**src/rtl/control_bypass_hazard_if.sv**
```systemverilog
// rtl/control_bypass_hazard_if.sv - EX-stage bypass/hazard control signal bundle
interface control_bypass_hazard_if #(
  parameter int NUM_SRC = 2,
  parameter int REG_AW  = 5,
  parameter int DATA_W  = 32,
  parameter int CNT_W   = 16
);
  logic [NUM_SRC*REG_AW-1:0] idex_rs;
  logic [NUM_SRC*REG_AW-1:0] ifid_rs;
  logic [REG_AW-1:0]         idex_rd;
  logic                      idex_memread;
  logic [REG_AW-1:0]         exmem_rd;
  logic                      exmem_regwrite;
  logic                      exmem_memread;
  logic                      mem_busy;
  logic                      mem_done;
  logic [REG_AW-1:0]         memwb_rd;
  logic                      memwb_regwrite;
  logic [DATA_W-1:0]         memwb_data;
  logic [NUM_SRC*3-1:0]      bypass_sel;
  logic [NUM_SRC*DATA_W-1:0] hold_data;
  logic                      stall_ifid;
  logic                      bubble_idex;
  logic                      pipe_freeze;
  logic [CNT_W-1:0]          stall_count;

  modport master (
    output idex_rs, ifid_rs, idex_rd, idex_memread, exmem_rd, exmem_regwrite,
           exmem_memread, mem_busy, mem_done, memwb_rd, memwb_regwrite, memwb_data,
    input  bypass_sel, hold_data, stall_ifid, bubble_idex, pipe_freeze, stall_count
  );

  modport slave (
    input  idex_rs, ifid_rs, idex_rd, idex_memread, exmem_rd, exmem_regwrite,
           exmem_memread, mem_busy, mem_done, memwb_rd, memwb_regwrite, memwb_data,
    output bypass_sel, hold_data, stall_ifid, bubble_idex, pipe_freeze, stall_count
  );
endinterface

```
**src/rtl/control_bypass_hazard.sv**
```systemverilog
// rtl/control_bypass_hazard.sv - EX-stage forwarding selects, hazard stalls and miss-time writeback holding
module control_bypass_hazard #(
  parameter int NUM_SRC = 2,
  parameter int REG_AW  = 5,
  parameter int DATA_W  = 32,
  parameter int CNT_W   = 16
) (
  input  logic                   clk,
  input  logic                   reset,
  control_bypass_hazard_if.slave bus
);
  typedef enum logic [1:0] {IDLE, MISS, DRAIN} state_t;

  state_t                    state_q, state_d;
  logic [NUM_SRC-1:0]        hold_valid_q, hold_valid_d;
  logic [NUM_SRC*DATA_W-1:0] hold_data_q, hold_data_d;
  logic [CNT_W-1:0]          stall_count_q, stall_count_d;

  logic [REG_AW-1:0]    ex_rs [NUM_SRC];
  logic [REG_AW-1:0]    id_rs [NUM_SRC];
  logic [NUM_SRC*3-1:0] sel;
  logic                 freeze, load_use, pending_load, stall, bubble, hold_ok, capture_en;

  // unpack the flat source-address buses into per-source arrays
  always_comb begin
    for (int i = 0; i < NUM_SRC; i++) begin
      ex_rs[i] = bus.idex_rs[i*REG_AW +: REG_AW];
      id_rs[i] = bus.ifid_rs[i*REG_AW +: REG_AW];
    end
  end

  // forwarding select priority and hazard detection; reset silences every output
  always_comb begin
    freeze       = bus.mem_busy & ~bus.mem_done;
    hold_ok      = (state_q == MISS) || (state_q == DRAIN);
    load_use     = 1'b0;
    pending_load = 1'b0;
    sel          = '0;
    for (int i = 0; i < NUM_SRC; i++) begin
      if (ex_rs[i] != '0) begin
        if (bus.mem_done && bus.exmem_memread && bus.exmem_rd == ex_rs[i])
          sel[i*3 +: 3] = 3'b011;
        else if (bus.exmem_regwrite && !bus.exmem_memread && bus.exmem_rd == ex_rs[i])
          sel[i*3 +: 3] = 3'b010;
        else if (bus.memwb_regwrite && bus.memwb_rd == ex_rs[i])
          sel[i*3 +: 3] = 3'b001;
        else if (hold_valid_q[i] && hold_ok)
          sel[i*3 +: 3] = 3'b100;
        // a load still in flight for this operand: EX must wait for its data
        if (bus.exmem_memread && bus.exmem_regwrite && bus.exmem_rd == ex_rs[i] && !bus.mem_done)
          pending_load = 1'b1;
      end
      if (bus.idex_memread && bus.idex_rd != '0 && bus.idex_rd == id_rs[i])
        load_use = 1'b1;
    end
    // a frozen pipe keeps ID/EX intact, so no bubble is injected
    stall  = freeze | load_use | pending_load;
    bubble = ~freeze & (load_use | pending_load);
    if (reset) begin
      sel    = '0;
      stall  = 1'b0;
      bubble = 1'b0;
      freeze = 1'b0;
    end
  end

  // miss FSM next state, hold capture/clear and saturating stall counter
  always_comb begin
    state_d       = state_q;
    hold_valid_d  = hold_valid_q;
    hold_data_d   = hold_data_q;
    stall_count_d = stall_count_q;
    capture_en    = (state_q == MISS) || (state_q == IDLE && freeze);
    case (state_q)
      IDLE:    if (freeze) state_d = MISS;
      MISS:    if (!freeze) state_d = DRAIN;
      DRAIN:   state_d = freeze ? MISS : IDLE;
      default: state_d = IDLE;
    endcase
    // EX consumes its held operands as the pipe resumes after DRAIN
    if (state_q == DRAIN && !freeze)
      hold_valid_d = '0;
    for (int i = 0; i < NUM_SRC; i++) begin
      if (capture_en && bus.memwb_regwrite && bus.memwb_rd != '0 && bus.memwb_rd == ex_rs[i]) begin
        hold_data_d[i*DATA_W +: DATA_W] = bus.memwb_data;
        hold_valid_d[i]                 = 1'b1;
      end
    end
    if (stall && stall_count_q != '1)
      stall_count_d = stall_count_q + CNT_W'(1);
  end

  // state registers with synchronous reset that overrides any capture
  always_ff @(posedge clk) begin
    if (reset) begin
      state_q       <= IDLE;
      hold_valid_q  <= '0;
      hold_data_q   <= '0;
      stall_count_q <= '0;
    end else begin
      state_q       <= state_d;
      hold_valid_q  <= hold_valid_d;
      hold_data_q   <= hold_data_d;
      stall_count_q <= stall_count_d;
    end
  end

  assign bus.bypass_sel  = sel;
  assign bus.hold_data   = hold_data_q;
  assign bus.stall_ifid  = stall;
  assign bus.bubble_idex = bubble;
  assign bus.pipe_freeze = freeze;
  assign bus.stall_count = stall_count_q;
endmodule

```
**src/flat_wrapper.sv**
```systemverilog
// flat-port wrapper written by rule: the top's interface ports become plain ports
module control_bypass_hazard_flat 
#(
  parameter int NUM_SRC = 2,
  parameter int REG_AW  = 5,
  parameter int DATA_W  = 32,
  parameter int CNT_W   = 16
)
  (clk, reset, bus_idex_rs, bus_ifid_rs, bus_idex_rd, bus_idex_memread, bus_exmem_rd, bus_exmem_regwrite, bus_exmem_memread, bus_mem_busy, bus_mem_done, bus_memwb_rd, bus_memwb_regwrite, bus_memwb_data, bus_bypass_sel, bus_hold_data, bus_stall_ifid, bus_bubble_idex, bus_pipe_freeze, bus_stall_count);
  control_bypass_hazard_if #(.NUM_SRC(NUM_SRC), .REG_AW(REG_AW), .DATA_W(DATA_W), .CNT_W(CNT_W)) bus_i ();
  input  logic clk;
  input  logic reset;
  input wire logic [$bits(bus_i.idex_rs)-1:0] bus_idex_rs;
  input wire logic [$bits(bus_i.ifid_rs)-1:0] bus_ifid_rs;
  input wire logic [$bits(bus_i.idex_rd)-1:0] bus_idex_rd;
  input wire logic [$bits(bus_i.idex_memread)-1:0] bus_idex_memread;
  input wire logic [$bits(bus_i.exmem_rd)-1:0] bus_exmem_rd;
  input wire logic [$bits(bus_i.exmem_regwrite)-1:0] bus_exmem_regwrite;
  input wire logic [$bits(bus_i.exmem_memread)-1:0] bus_exmem_memread;
  input wire logic [$bits(bus_i.mem_busy)-1:0] bus_mem_busy;
  input wire logic [$bits(bus_i.mem_done)-1:0] bus_mem_done;
  input wire logic [$bits(bus_i.memwb_rd)-1:0] bus_memwb_rd;
  input wire logic [$bits(bus_i.memwb_regwrite)-1:0] bus_memwb_regwrite;
  input wire logic [$bits(bus_i.memwb_data)-1:0] bus_memwb_data;
  output wire logic [$bits(bus_i.bypass_sel)-1:0] bus_bypass_sel;
  output wire logic [$bits(bus_i.hold_data)-1:0] bus_hold_data;
  output wire logic [$bits(bus_i.stall_ifid)-1:0] bus_stall_ifid;
  output wire logic [$bits(bus_i.bubble_idex)-1:0] bus_bubble_idex;
  output wire logic [$bits(bus_i.pipe_freeze)-1:0] bus_pipe_freeze;
  output wire logic [$bits(bus_i.stall_count)-1:0] bus_stall_count;
  assign bus_i.idex_rs = bus_idex_rs;
  assign bus_i.ifid_rs = bus_ifid_rs;
  assign bus_i.idex_rd = bus_idex_rd;
  assign bus_i.idex_memread = bus_idex_memread;
  assign bus_i.exmem_rd = bus_exmem_rd;
  assign bus_i.exmem_regwrite = bus_exmem_regwrite;
  assign bus_i.exmem_memread = bus_exmem_memread;
  assign bus_i.mem_busy = bus_mem_busy;
  assign bus_i.mem_done = bus_mem_done;
  assign bus_i.memwb_rd = bus_memwb_rd;
  assign bus_i.memwb_regwrite = bus_memwb_regwrite;
  assign bus_i.memwb_data = bus_memwb_data;
  assign bus_bypass_sel = bus_i.bypass_sel;
  assign bus_hold_data = bus_i.hold_data;
  assign bus_stall_ifid = bus_i.stall_ifid;
  assign bus_bubble_idex = bus_i.bubble_idex;
  assign bus_pipe_freeze = bus_i.pipe_freeze;
  assign bus_stall_count = bus_i.stall_count;
  control_bypass_hazard #(.NUM_SRC(NUM_SRC), .REG_AW(REG_AW), .DATA_W(DATA_W), .CNT_W(CNT_W)) u_core (.clk(clk), .reset(reset), .bus(bus_i));
endmodule
```
**config.mk**
```make
export PLATFORM = sky130hd
export DESIGN_NAME = control_bypass_hazard_flat
export DESIGN_NICKNAME = d
export VERILOG_FILES = /design/src/rtl/control_bypass_hazard_if.sv /design/src/rtl/control_bypass_hazard.sv /design/src/flat_wrapper.sv
export SDC_FILE = /design/constraint.sdc
export NUM_CORES = 1
export LEC_CHECK = 0
export BUFFER_PORTS_ARGS = -buffer_cell sky130_fd_sc_hd__buf_2
export CAP_MARGIN = 10
export CORE_ASPECT_RATIO = 1.5
export CORE_MARGIN = 2
export CORE_UTILIZATION = 44
export CTS_CLUSTER_DIAMETER = 30
export DETAILED_ROUTE_END_ITERATION = 12
export HOLD_SLACK_MARGIN = 0.08
export PLACE_DENSITY = 0.85
export SYNTH_ARGS = -nofsm -noshare
export SYNTH_HDL_FRONTEND = slang
export SYNTH_SLANG_ARGS = --single-unit
```
**constraint.sdc**
```tcl
create_clock -name clk -period 2 [get_ports clk]
set_clock_uncertainty 0.1 [all_clocks]
set_input_delay 0.3 -clock clk [delete_from_list [all_inputs] [get_ports clk]]
set_output_delay 0.3 -clock clk [all_outputs]
set_load 0.01 [all_outputs]
```
==> impl_metrics.yaml <==
power_and_ir_drop:
  cellPowerDensity_nw_per_um2: 646
  seqPwrFrac: 0.431
  power_switching_uw: 886
  p_leak_uw: 0.00270
  worst_ir_drop_vdd_mv: 0.748
  internal_power_uw: 3030
  p_clk_frac: 0.451
  combinationalPowerShare: 0.119
  switching_share: 0.226
worst_setup_path:
  crit_start: "bus_idex_rs[2]"
  r2r-start: "u_core.state_q[1]"
  worstSetupEndpoint: "bus_bubble_idex"
  cp_slowest_cell: "or4_4"
  cp_max_fo: 3
  critPathArrivalTime_ns: 1.78
  crit_chain: "buf_6 -> or4_4 -> nor2_4 -> nor3_4 -> o2111ai_4 -> o21a_1 -> a21oi_2 -> buf_2"
  r2r_setup_slack_ns: -0.03
  start_kind: "input port"
  cp.required_ns: 1.60
  reg2reg_to: "u_core.bus.hold_data[61]"
  ff2ff_path_depth: 10
  crit_type: "in -> out"
  cpPeakStageDelay_ns: 0.54
  crit_path_end_kind: "output pin"
clock_network:
  clk_latency_ns: 0.33
  root_buffer: "clkbuf_16"
  htreeDepth: 3
  cts.path.max_buffers: 2
  clk_pin_slew_ns: 0.06
  cts_tree: "done"
  numCtsBuffers: 9
  clock-sinks: 84
finish:
  stdcell_area_sq_um: 6060
  n_antenna_cell: 0
  area_growth_pct: 52.0
  final_util: 0.686
  drive_gt1_frac: 0.462
  finalNetCount: 708
synthesis:
  yosys-top-cells-area: "dfxtp_1 42%, mux2i_1 17%, nor2_1 8.2%, xnor2_1 3.7%, xor2_1 3.1%"
  ys_seq_area_frac: 0.422
  netlist.area_leader.share: 0.422
  yosysMostFrequentCell: "nor2_1"
  post-synth-top-area-cell: "dfxtp_1"
  synth-edff-count: 0
  syn_inst: 412
  syn_nets: 493
  synth_area_sq_um: 3980
  ys_async_sr_fraction: 0
  yosys_warnings: 0
  synth-seq-cells: 84
  yosys_most_used_dff: "dfxtp_1"
  postSynthAreaPerCell_sq_um: 9.67
  synthTopCellsByCount: "87 x nor2_1, 84 x dfxtp_1, 69 x mux2i_1"
  synth.distinct_cells: 48
timing:
  setup_ws_ns: -0.182
  hold_ws_ns: 0.119
  hold_viol: 0
  fmax_ghz: 0.458
  rsz0062_at_grt: "yes"
  slew-limit-headroom: 0.711
  slew_viol_final: 0
  min_period_ns: 2.18
  setup_viol: 31
  timing.final.crit_share: 1.09
  worst_pin_slew_ns: 0.433
routing:
  wl_mm: 12.6
  drtAntennaViolNets: 0
  drt_iter0_markers: 180
  vias: 3902
  wl_per_cell_microns: 17.0
  first_pass_iters: 4
  viasPerCell: 5.26
  drc_errors: 0
die:
  die_w_microns: 81.7
  dieArea_sq_um: 9850
  core_area_sq_um: 8830
  die_h_microns: 121
  pin_count: 164
  rows: 42
  initial_core_util: 0.451
global_routing:
  grt_overflow: 0
  grt_usage: 0.217
  antenna_found_initial: 0
  grt_pass1_wl_mm: 16.5
  grt_max_degree: 46
  first_global_vias: 3662
placement:
  io_buffers: 163
  place_area_sq_um: 5120
  place.gp.congestion: 0.798
  hpwl_mm: 7.61
run:
  max_cap_violations: 0
hold_path:
  hold_path_class: "in -> reg"
outcome:
  status: "complete, but fails checks"
  violations: "setup timing"
## worst max-delay path: cells and delay by family
family | cells | cell delay (ns)
AO/OA/AOI/OAI | 3 | 0.49
buffers and inverters | 2 | 0.23
AND/OR/NAND/NOR | 3 | 0.76
## state kept, by name, summed over array words and instances (netlist names)
name,flops
u_core.bus.hold_data,64
u_core.bus.stall_count,16
u_core.hold_valid_q,2
u_core.state_q,2
## cell families (layout without fill, tap and decap cells)
group / after synthesis / in the layout / synth area share
adders and majority gates: 6 / 6 / 0.0188
xor gates and xnor gates: 31 / 31 / 0.0682
and+or+nand+nor: 159 / 159 / 0.203
muxes: 74 / 74 / 0.189
buffers and inverters: 24 / 244 / 0.0371
DFF: 84 / 84 / 0.422
AOI/OAI and AO/OA: 34 / 34 / 0.0612
## worst min-delay path by stage
stage                                  start                       end  slack, ns  cells past startpoint
global route               bus_memwb_data[5]   u_core.bus.hold_data[5]       0.13                      3
finish                    bus_memwb_data[16]  u_core.bus.hold_data[16]       0.12                      3
global placement      u_core.hold_valid_q[1]    u_core.hold_valid_q[1]       0.37                      2
detailed placement  u_core.bus.hold_data[16]  u_core.bus.hold_data[16]       0.38                      2
CTS                       bus_memwb_data[28]  u_core.bus.hold_data[60]       0.11                      3
floorplan                 bus_memwb_data[10]  u_core.bus.hold_data[10]       0.35                      2
## metrics by stage
| step | setup slack (ns) | cells | total power (uW) | TNS (ns) |
|---|---|---|---|---|
| after floorplan | -0.0766 | 412 | 1890 | -0.0766 |
| after global placement | -0.239 | 704 | 2060 | -5.92 |
| after detailed placement | -0.285 | 704 | 2080 | -8.04 |
| after CTS | -0.123 | 730 | 3870 | -0.289 |
| after global routing | -0.231 | 742 | 4040 | -4.18 |
| final | -0.182 | 742 | 3920 | -1.67 |
## cell type report
cell class              count  area, sq um
repair buffers            223         1480
clock buffers              12          246
flip-flops and latches     84         1690
fillers                   620         2770
multi-input cells         304         2410
inverters                   5         26.3
well taps                 110          138
clock inverters             4         72.6
## cell usage in the layout (no fill, tap or decap), types with 4 or more instances in the layout
cell type and instances:
nand3_1 4, nand2_1 16, nor2_1 85, mux2i_2 4, clkbuf_16 12, xnor2_1 9
mux2i_1 64, nand2b_1 4, dfxtp_1 82, o21ai_0 7, a21oi_1 9, buf_12 4
buf_4 42, ha_1 4, buf_6 15, nand4_1 6, xnor2_2 6, nor2b_1 7
buf_2 156, xor2_1 12
## power by group through the flow
stage | sequential (uW) | clock (uW) | combinational (uW)
final | 1690 | 1760 | 465
after global routing | 1690 | 1860 | 492
after CTS | 1690 | 1800 | 387
after detailed placement | 1720 | 0 | 352
after global placement | 1720 | 0 | 337
after floorplan | 1730 | 0 | 164
## metal layers
metal	up-vias	track usage	share of wire
li1	1837	-	-
met1	1877	0.223	0.37
met2	149	0.403	0.54
met3	39	0.0410	0.050
met4	0	0.107	0.041
met5	-	0	0
## timing repair
action / 4_1_cts / 5_1_grt
pin swaps: 6 / 26
hold buffers: 0 / 0
buffers inserted: 8 / 9
gates cloned: 2 / 5
resized for setup: 23 / 57
setup endpoints to repair: 49 / 84
No activity file was read; power rests on OpenSTA's default activity.
